--- config.mk ---
export PLATFORM = sky130hd
export DESIGN_NAME = mem_block_mover
export DESIGN_NICKNAME = d
export VERILOG_FILES = /design/src/rtl/mem_block_mover.sv
export SDC_FILE = /design/constraint.sdc
export NUM_CORES = 1
export LEC_CHECK = 0
export CAP_MARGIN = 25
export CORE_MARGIN = 2
export CORE_UTILIZATION = 45
export DETAILED_ROUTE_END_ITERATION = 6
export GPL_TIMING_DRIVEN = 0
export PLACE_DENSITY = 0.77
export SKIP_LAST_GASP = 1
export SLEW_MARGIN = 30
export SYNTH_ARGS = -nofsm -noshare
export SYNTH_HDL_FRONTEND = slang
export SYNTH_SLANG_ARGS = --single-unit
--- constraint.sdc ---
create_clock -name clock -period 6.3 [get_ports clock]
set_clock_uncertainty 0.05 [all_clocks]
set_input_delay 1.26 -clock clock [delete_from_list [all_inputs] [get_ports clock]]
set_output_delay 1.26 -clock clock [all_outputs]
set_load 0.02 [all_outputs]
--- src/rtl/mem_block_mover.sv ---
// Bus-initiator engine that fills or copies blocks of 32-bit words in the
// word-addressed test memory, driving the same bus the memory presents to the CPU.
module mem_block_mover #(
  parameter int READ_WAIT = 0
) (
  input  logic         clock,
  input  logic         reset,
  input  logic         start,
  input  logic         mode,
  input  logic [15:31] src_addr,
  input  logic [15:31] dst_addr,
  input  logic [15:31] count,
  input  logic [0:31]  fill_value,
  output logic         busy,
  output logic         done,
  output logic [15:31] address,
  output logic         write_en,
  output logic [0:31]  data_out,
  input  logic [0:31]  data_in
);

  localparam int WAIT_W = (READ_WAIT < 2) ? 1 : $clog2(READ_WAIT + 1);
  localparam logic [WAIT_W-1:0] WAIT_LAST = WAIT_W'(READ_WAIT);

  typedef enum logic [2:0] {IDLE, FILL, READ, WRITE, DONE} state_t;

  state_t              state, state_n;
  logic [15:31]        src_q, src_n;
  logic [15:31]        dst_q, dst_n;
  logic [15:31]        remaining, remaining_n;
  logic [0:31]         fill_q, fill_n;
  logic [0:31]         hold, hold_n;
  logic [WAIT_W-1:0]   wait_cnt, wait_n;
  logic                busy_n, done_n, write_en_n;
  logic [15:31]        address_n;
  logic [0:31]         data_out_n;

  // Bus outputs are registered: each transition loads what the next state drives.
  always_ff @(posedge clock or negedge reset) begin
    if (!reset) begin
      state     <= IDLE;
      src_q     <= '0;
      dst_q     <= '0;
      remaining <= '0;
      fill_q    <= '0;
      hold      <= '0;
      wait_cnt  <= '0;
      busy      <= 1'b0;
      done      <= 1'b0;
      write_en  <= 1'b0;
      address   <= '0;
      data_out  <= '0;
    end else begin
      state     <= state_n;
      src_q     <= src_n;
      dst_q     <= dst_n;
      remaining <= remaining_n;
      fill_q    <= fill_n;
      hold      <= hold_n;
      wait_cnt  <= wait_n;
      busy      <= busy_n;
      done      <= done_n;
      write_en  <= write_en_n;
      address   <= address_n;
      data_out  <= data_out_n;
    end
  end

  always_comb begin
    state_n     = state;
    src_n       = src_q;
    dst_n       = dst_q;
    remaining_n = remaining;
    fill_n      = fill_q;
    hold_n      = hold;
    wait_n      = wait_cnt;
    busy_n      = busy;
    done_n      = 1'b0;
    write_en_n  = 1'b0;
    address_n   = address;
    data_out_n  = data_out;
    case (state)
      IDLE: begin
        if (start) begin
          src_n       = src_addr;
          dst_n       = dst_addr;
          remaining_n = count;
          fill_n      = fill_value;
          wait_n      = '0;
          busy_n      = 1'b1;
          if (count == '0) begin
            state_n = DONE;
            done_n  = 1'b1;
          end else if (!mode) begin
            state_n    = FILL;
            address_n  = dst_addr;
            write_en_n = 1'b1;
            data_out_n = fill_value;
          end else begin
            state_n   = READ;
            address_n = src_addr;
          end
        end
      end
      FILL: begin
        dst_n       = dst_q + 17'd1;
        remaining_n = remaining - 17'd1;
        if (remaining == 17'd1) begin
          state_n = DONE;
          done_n  = 1'b1;
        end else begin
          address_n  = dst_q + 17'd1;
          write_en_n = 1'b1;
          data_out_n = fill_q;
        end
      end
      READ: begin
        // data_in is combinational from address, so the last wait cycle samples it.
        if (wait_cnt == WAIT_LAST) begin
          hold_n     = data_in;
          wait_n     = '0;
          state_n    = WRITE;
          address_n  = dst_q;
          write_en_n = 1'b1;
          data_out_n = data_in;
        end else begin
          wait_n = wait_cnt + 1'b1;
        end
      end
      WRITE: begin
        src_n       = src_q + 17'd1;
        dst_n       = dst_q + 17'd1;
        remaining_n = remaining - 17'd1;
        data_out_n  = hold;
        if (remaining == 17'd1) begin
          state_n = DONE;
          done_n  = 1'b1;
        end else begin
          state_n   = READ;
          address_n = src_q + 17'd1;
        end
      end
      DONE: begin
        state_n = IDLE;
        busy_n  = 1'b0;
      end
      default: state_n = IDLE;
    endcase
  end

endmodule
After elaboration in Yosys (flattened, before gate mapping)
Index checks and enable logic that the tools add are counted.
{ "classes": {"addsub": 4, "eq_ne": 12, "n_mux": 41, "n_bitwise": 1, "n_reduce_logical": 17} }
{ "ops": {"columns": ["cell", "count"], "rows": [
  ["32-bit 2-to-1 mux", 5],
  ["17-bit 2-to-1 mux", 9],
  ["32-bit case mux with 4 select lines", 1],
  ["17-bit case mux with 2 select lines", 3],
  ["17-bit case mux with 4 select lines", 1],
  ["17-bit by 1-bit adder with 17-bit output (second input constant)", 2],
  ["17-bit by 1-bit equality test with 1-bit output (second input constant)", 1],
  ["17-bit logical NOT", 1],
  ["17-bit by 1-bit subtractor with 17-bit output (second input constant)", 1],
  ["3-bit 2-to-1 mux", 5],
  ["2-bit inequality test (second input constant)", 7],
  ["3-bit case mux with 4 select lines", 1],
  ["2-bit AND reduction", 6],
  ["6-bit AND reduction", 2],
  ["1-bit 2-to-1 mux", 11],
  ["2-bit nonzero test", 4],
  ["3-bit by 2-bit equality test with 1-bit output (second input constant)", 2],
  ["1-bit case mux with 2 select lines", 3],
  ["4-bit nonzero test", 1],
  ["3-bit by 1-bit equality test with 1-bit output (second input constant)", 1],
  ["3-bit equality test (second input constant)", 1],
  ["3-bit logical NOT", 1],
  ["1-bit case mux with 3 select lines", 1],
  ["3-bit AND reduction", 1],
  ["4 further kinds", 4]
]} }
{ "word_totals": {"regBits": 171, "inputBits": 119, "out_inout_bits": 52, "wordCells": 87} }

Logic depth before layout (Yosys ltp)
Gate-level depths: netlist (run 1).
{ "depth": {"depth_word": 4, "depth_mapped": 9, "ltp_nobuf": 7} }

Worst setup path after synthesis (run 1)
No wires, ideal clock.
{ "synth_path": {"path_kind": "input to register", "startpoint": "input count[31] (netlist name)", "endpoint": "register address[29] (netlist name)", "setup_time_ns": 0.129, "arrival_ns": 2.765, "required_ns": 6.121, "slack_ns": 3.356, "cell_stages": 7, "path_buffers": 2, "path_cell_list": "nor4_1 -> nand4_1 -> o31ai_1 -> or2_1 -> buf_4 -> buf_4 -> o21ai_0"} }
{ "synth_between": {"elab_chain_cells": 3} }
{ "synth_rtl": {"columns": ["element", "line", "text"], "rows": [
  ["start, declared", "12", "input logic [15:31] count,"],
  ["17-bit logical NOT", "91", "if (count == '0) begin"],
  ["2-bit inequality test (no source line)", null, null],
  ["6-bit AND reduction (no source line)", null, null],
  ["end signal, assigned", "64", "address <= address_n;"],
  ["end, declared", "16", "output logic [15:31] address,"]
]} }
No other way between the ends.
A chain may end at the register's enable or synchronous reset.

Worst setup path in the final report (run 1)
{ "layout_path": {"startpoint": "input count[25] (netlist name)", "endpoint": "register address[23] (netlist name)"} }
Same word-level chain as after synthesis.

==> impl_metrics.ini, run 1 <==
[clock_network]
cts.path.max_buffers = 2
clk_latency_ns = 0.45
cts-root-buf = clkbuf_16
cts_tree = built
ctsHoldBuffers = 0
clock_sinks = 170
cts.repair.resized = 0
htree_levels = 4
cts_setup_buffers = 0
clk_pin_slew_ns = 0.08
cts_buffers = 17

[die]
rows = 53
initial_core_util = 0.461
core_um2 = 21200
dieArea_um2 = 22800
io_pins = 171
die_w_um = 151
dieHeight_um = 151

[synthesis]
async_flop_share = 1.00
ys_seq_area_frac = 0.437
synthCells = 1088
synth_area_per_cell_um2 = 8.96
syn_area_um2 = 9750
synth_cell_type_count = 67
yosys_warnings = 0
ys_seq_elements = 170
synthFlopType = dfrtp_1
synth-edff-count = 0
syn-num-nets = 1211

[worst_setup_path]
critical_path_class = in -> reg
required_ns = 6.56
arrival_ns = 3.86
start_kind = primary input
cp-end-kind = flop
cp_max_fo = 10

[route]
wire_per_inst_um = 21.9
routed_wl_um = 34400
firstDrtPassIters = 6
vias = 9698
vias_per_cell = 6.19
drtIter0Drc = 1038
drc = 0
ant_nets = 0

[sta]
finalSetupViolations = 0
finalMaxSlewViolations = 0
worstMarginPinSlew_ns = 0.928
fmax_mhz = 278
relSlewSlack = 0.378
hold_violations = 0
period_share = 0.571
rsz0062_at_grt = false
finalCriticalPeriod_ns = 3.60
hold_slack_ns = 0.430

[flow_run]
cap_violations = 0

[final_layout]
finalInstanceArea_um2 = 12500
drive_gt1_frac = 0.105
final_core_util = 0.589
nets = 1402
antenna_cells = 0
area_delta_synth_final_pct = 28.0

[power_and_ir_drop]
powerDensity_nw_per_um2 = 509
ir_worst_vdd_v = 0.000272
leakage_nw = 5.25

[global_route]
grt_antenna_before_repair = 1
grt_pass1_wl_um = 53300
track_usage = 0.307
grt_overflow = 0
grt_pass1_vias = 9688
grt_max_degree = 81

[status]
status = completed

[placed_design]
gp_congestion = 0.950
hpwl_um = 24800
placed_area_um2 = 11900
io_buffers = 170

[worst_hold_path]
min_path_type = reg -> reg
==> kinds of logic after synthesis <==
family,after synthesis,share of synthesized area
buf+inv,109,0.0448
compound gates,322,0.204
simple gates,366,0.174
flops,170,0.437
fa+ha+maj,4,0.00514
xor+xnor,8,0.00719
mux,109,0.129
==> through the flow <==
stage / setup slack [ns] / power (W) / TNS (ns) / instances
2_1_floorplan: 3.36 / 0.00404 / 0 / 1088
3_3_place_gp: -3.31 / 0.00510 / -559.35 / 1533
3_5_place_dp: 2.35 / 0.00519 / 0 / 1535
4_1_cts: 2.81 / 0.00629 / 0 / 1567
5_1_grt: 2.64 / 0.00673 / 0 / 1567
6_report: 2.70 / 0.00635 / 0 / 1567
==> metal layers <==
layer / GRT usage / routed length [um] / vias to the layer above / part of all wire
met2: 0.483 / 15600 / 577 / 0.46
met3: 0.0892 / 3660 / 108 / 0.11
met1: 0.398 / 13700 / 4687 / 0.40
li1: - / - / 4324 / -
met5: 0 / 13 / - / 0.00038
met4: 0.131 / 1320 / 2 / 0.038
==> flip-flops by register name, summed over array words and instances (netlist names), 3 cells and up <==
| signal | flops |
|---|---|
| fill_q | 32 |
| address | 17 |
| state | 3 |
| data_out | 32 |
| hold | 32 |
| dst_q | 17 |
| src_q | 17 |
| remaining | 17 |
==> area by class of cell <==
cell class | instances | area [um2]
fill | 1843 | 8680
multi-input combinational | 809 | 5070
sequential | 170 | 4250
timing repair buffer | 172 | 1760
clock buffer | 17 | 425
tap | 275 | 344
buffer | 81 | 332
clock inverter | 15 | 181
inverter | 28 | 105
==> placed cells by master, fill, tap and decap left out, types with 10 or more instances in the layout <==
cell type	netlist	routed
dfrtp_1	170	170
a31oi_1	11	11
mux2_4	18	18
clkbuf_16	0	17
o31ai_1	11	10
nand3_1	24	24
a211oi_1	16	16
a21oi_1	95	95
inv_1	28	28
nor2b_1	17	17
clkdlybuf4s50_1	0	169
nor3_1	18	18
mux2i_1	33	33
nand4_1	13	13
mux2_2	58	58
o22ai_1	53	53
nor4_1	13	12
nor2_1	89	89
o21ai_0	72	72
nand2_1	149	149
clkbuf_1	66	66
==> power breakdown <==
part           total (W)  switching (W)  internal [W]
clock network    0.00107       0.000533      0.000536
registers        0.00203       0.000413       0.00162
logic            0.00325        0.00183       0.00142
==> worst max-delay path, cell delays in order <==
cell,delay (ns)
clkdlybuf4s50_1,0.45
nor4_1,0.32
nand4_1,0.30
o31ai_2,0.86
or2_1,0.20
buf_4,0.15
buf_4,0.20
o31ai_1,0.10
==> worst paths after layout <==
path | cells past startpoint | slack [ns] | end | from
min in group asynchronous | 1 | 0.60 | remaining[22] | reset
max | 8 | 2.70 | address[23] | count[25]
min reg2reg | 2 | 0.43 | fill_q[29] | fill_q[29]
min | 2 | 0.43 | fill_q[29] | fill_q[29]
max in group asynchronous | 2 | 4.90 | hold[23] | reset
max reg2reg | 7 | 3.42 | address[23] | remaining[25]
==> synthesized netlist by cell type, types with 5 or more instances <==
cell,instances,share of area
nand2_1,149,0.057
a31o_2,5,0.0045
clkbuf_1,66,0.025
nor3_1,18,0.0092
inv_1,28,0.011
a31oi_1,11,0.0071
a2bb2oi_1,6,0.0054
o31ai_1,11,0.0085
nand2b_1,6,0.0039
a21oi_1,95,0.049
nor2_1,89,0.034
a22o_1,6,0.0054
mux2_4,18,0.028
a211oi_1,16,0.012
nand3_1,24,0.012
buf_1,7,0.0027
or3_1,6,0.0039
o22ai_1,53,0.034
o21ai_0,72,0.037
xnor2_1,7,0.0063
nor2b_1,17,0.011
mux2i_1,33,0.034
dfrtp_1,170,0.44
nand4_1,13,0.0083
mux2_2,58,0.067
nor4_1,13,0.0083
a22oi_1,5,0.0039
and3_1,7,0.0045
Power figures use the tool's default switching activity.
==> run 2, diff against run 1 <==
clock period = 3.5 ns   (was 6.3 ns; I/O delays follow)
==> results of run 2 <==
The final DEF is identical to that of run 1. Status: completed.
Main changes from that run: setup slack after placement 2.35 ns -> 0.114 ns; setup slack after layout 2.70 ns -> 0.460 ns; hold slack 0.430 ns -> 0.0381 ns; register-to-register setup slack 3.42 ns -> 0.62 ns; total power 0.00635 W -> 0.0114 W; worst IR drop on VDD 0.000272 V -> 0.000489 V
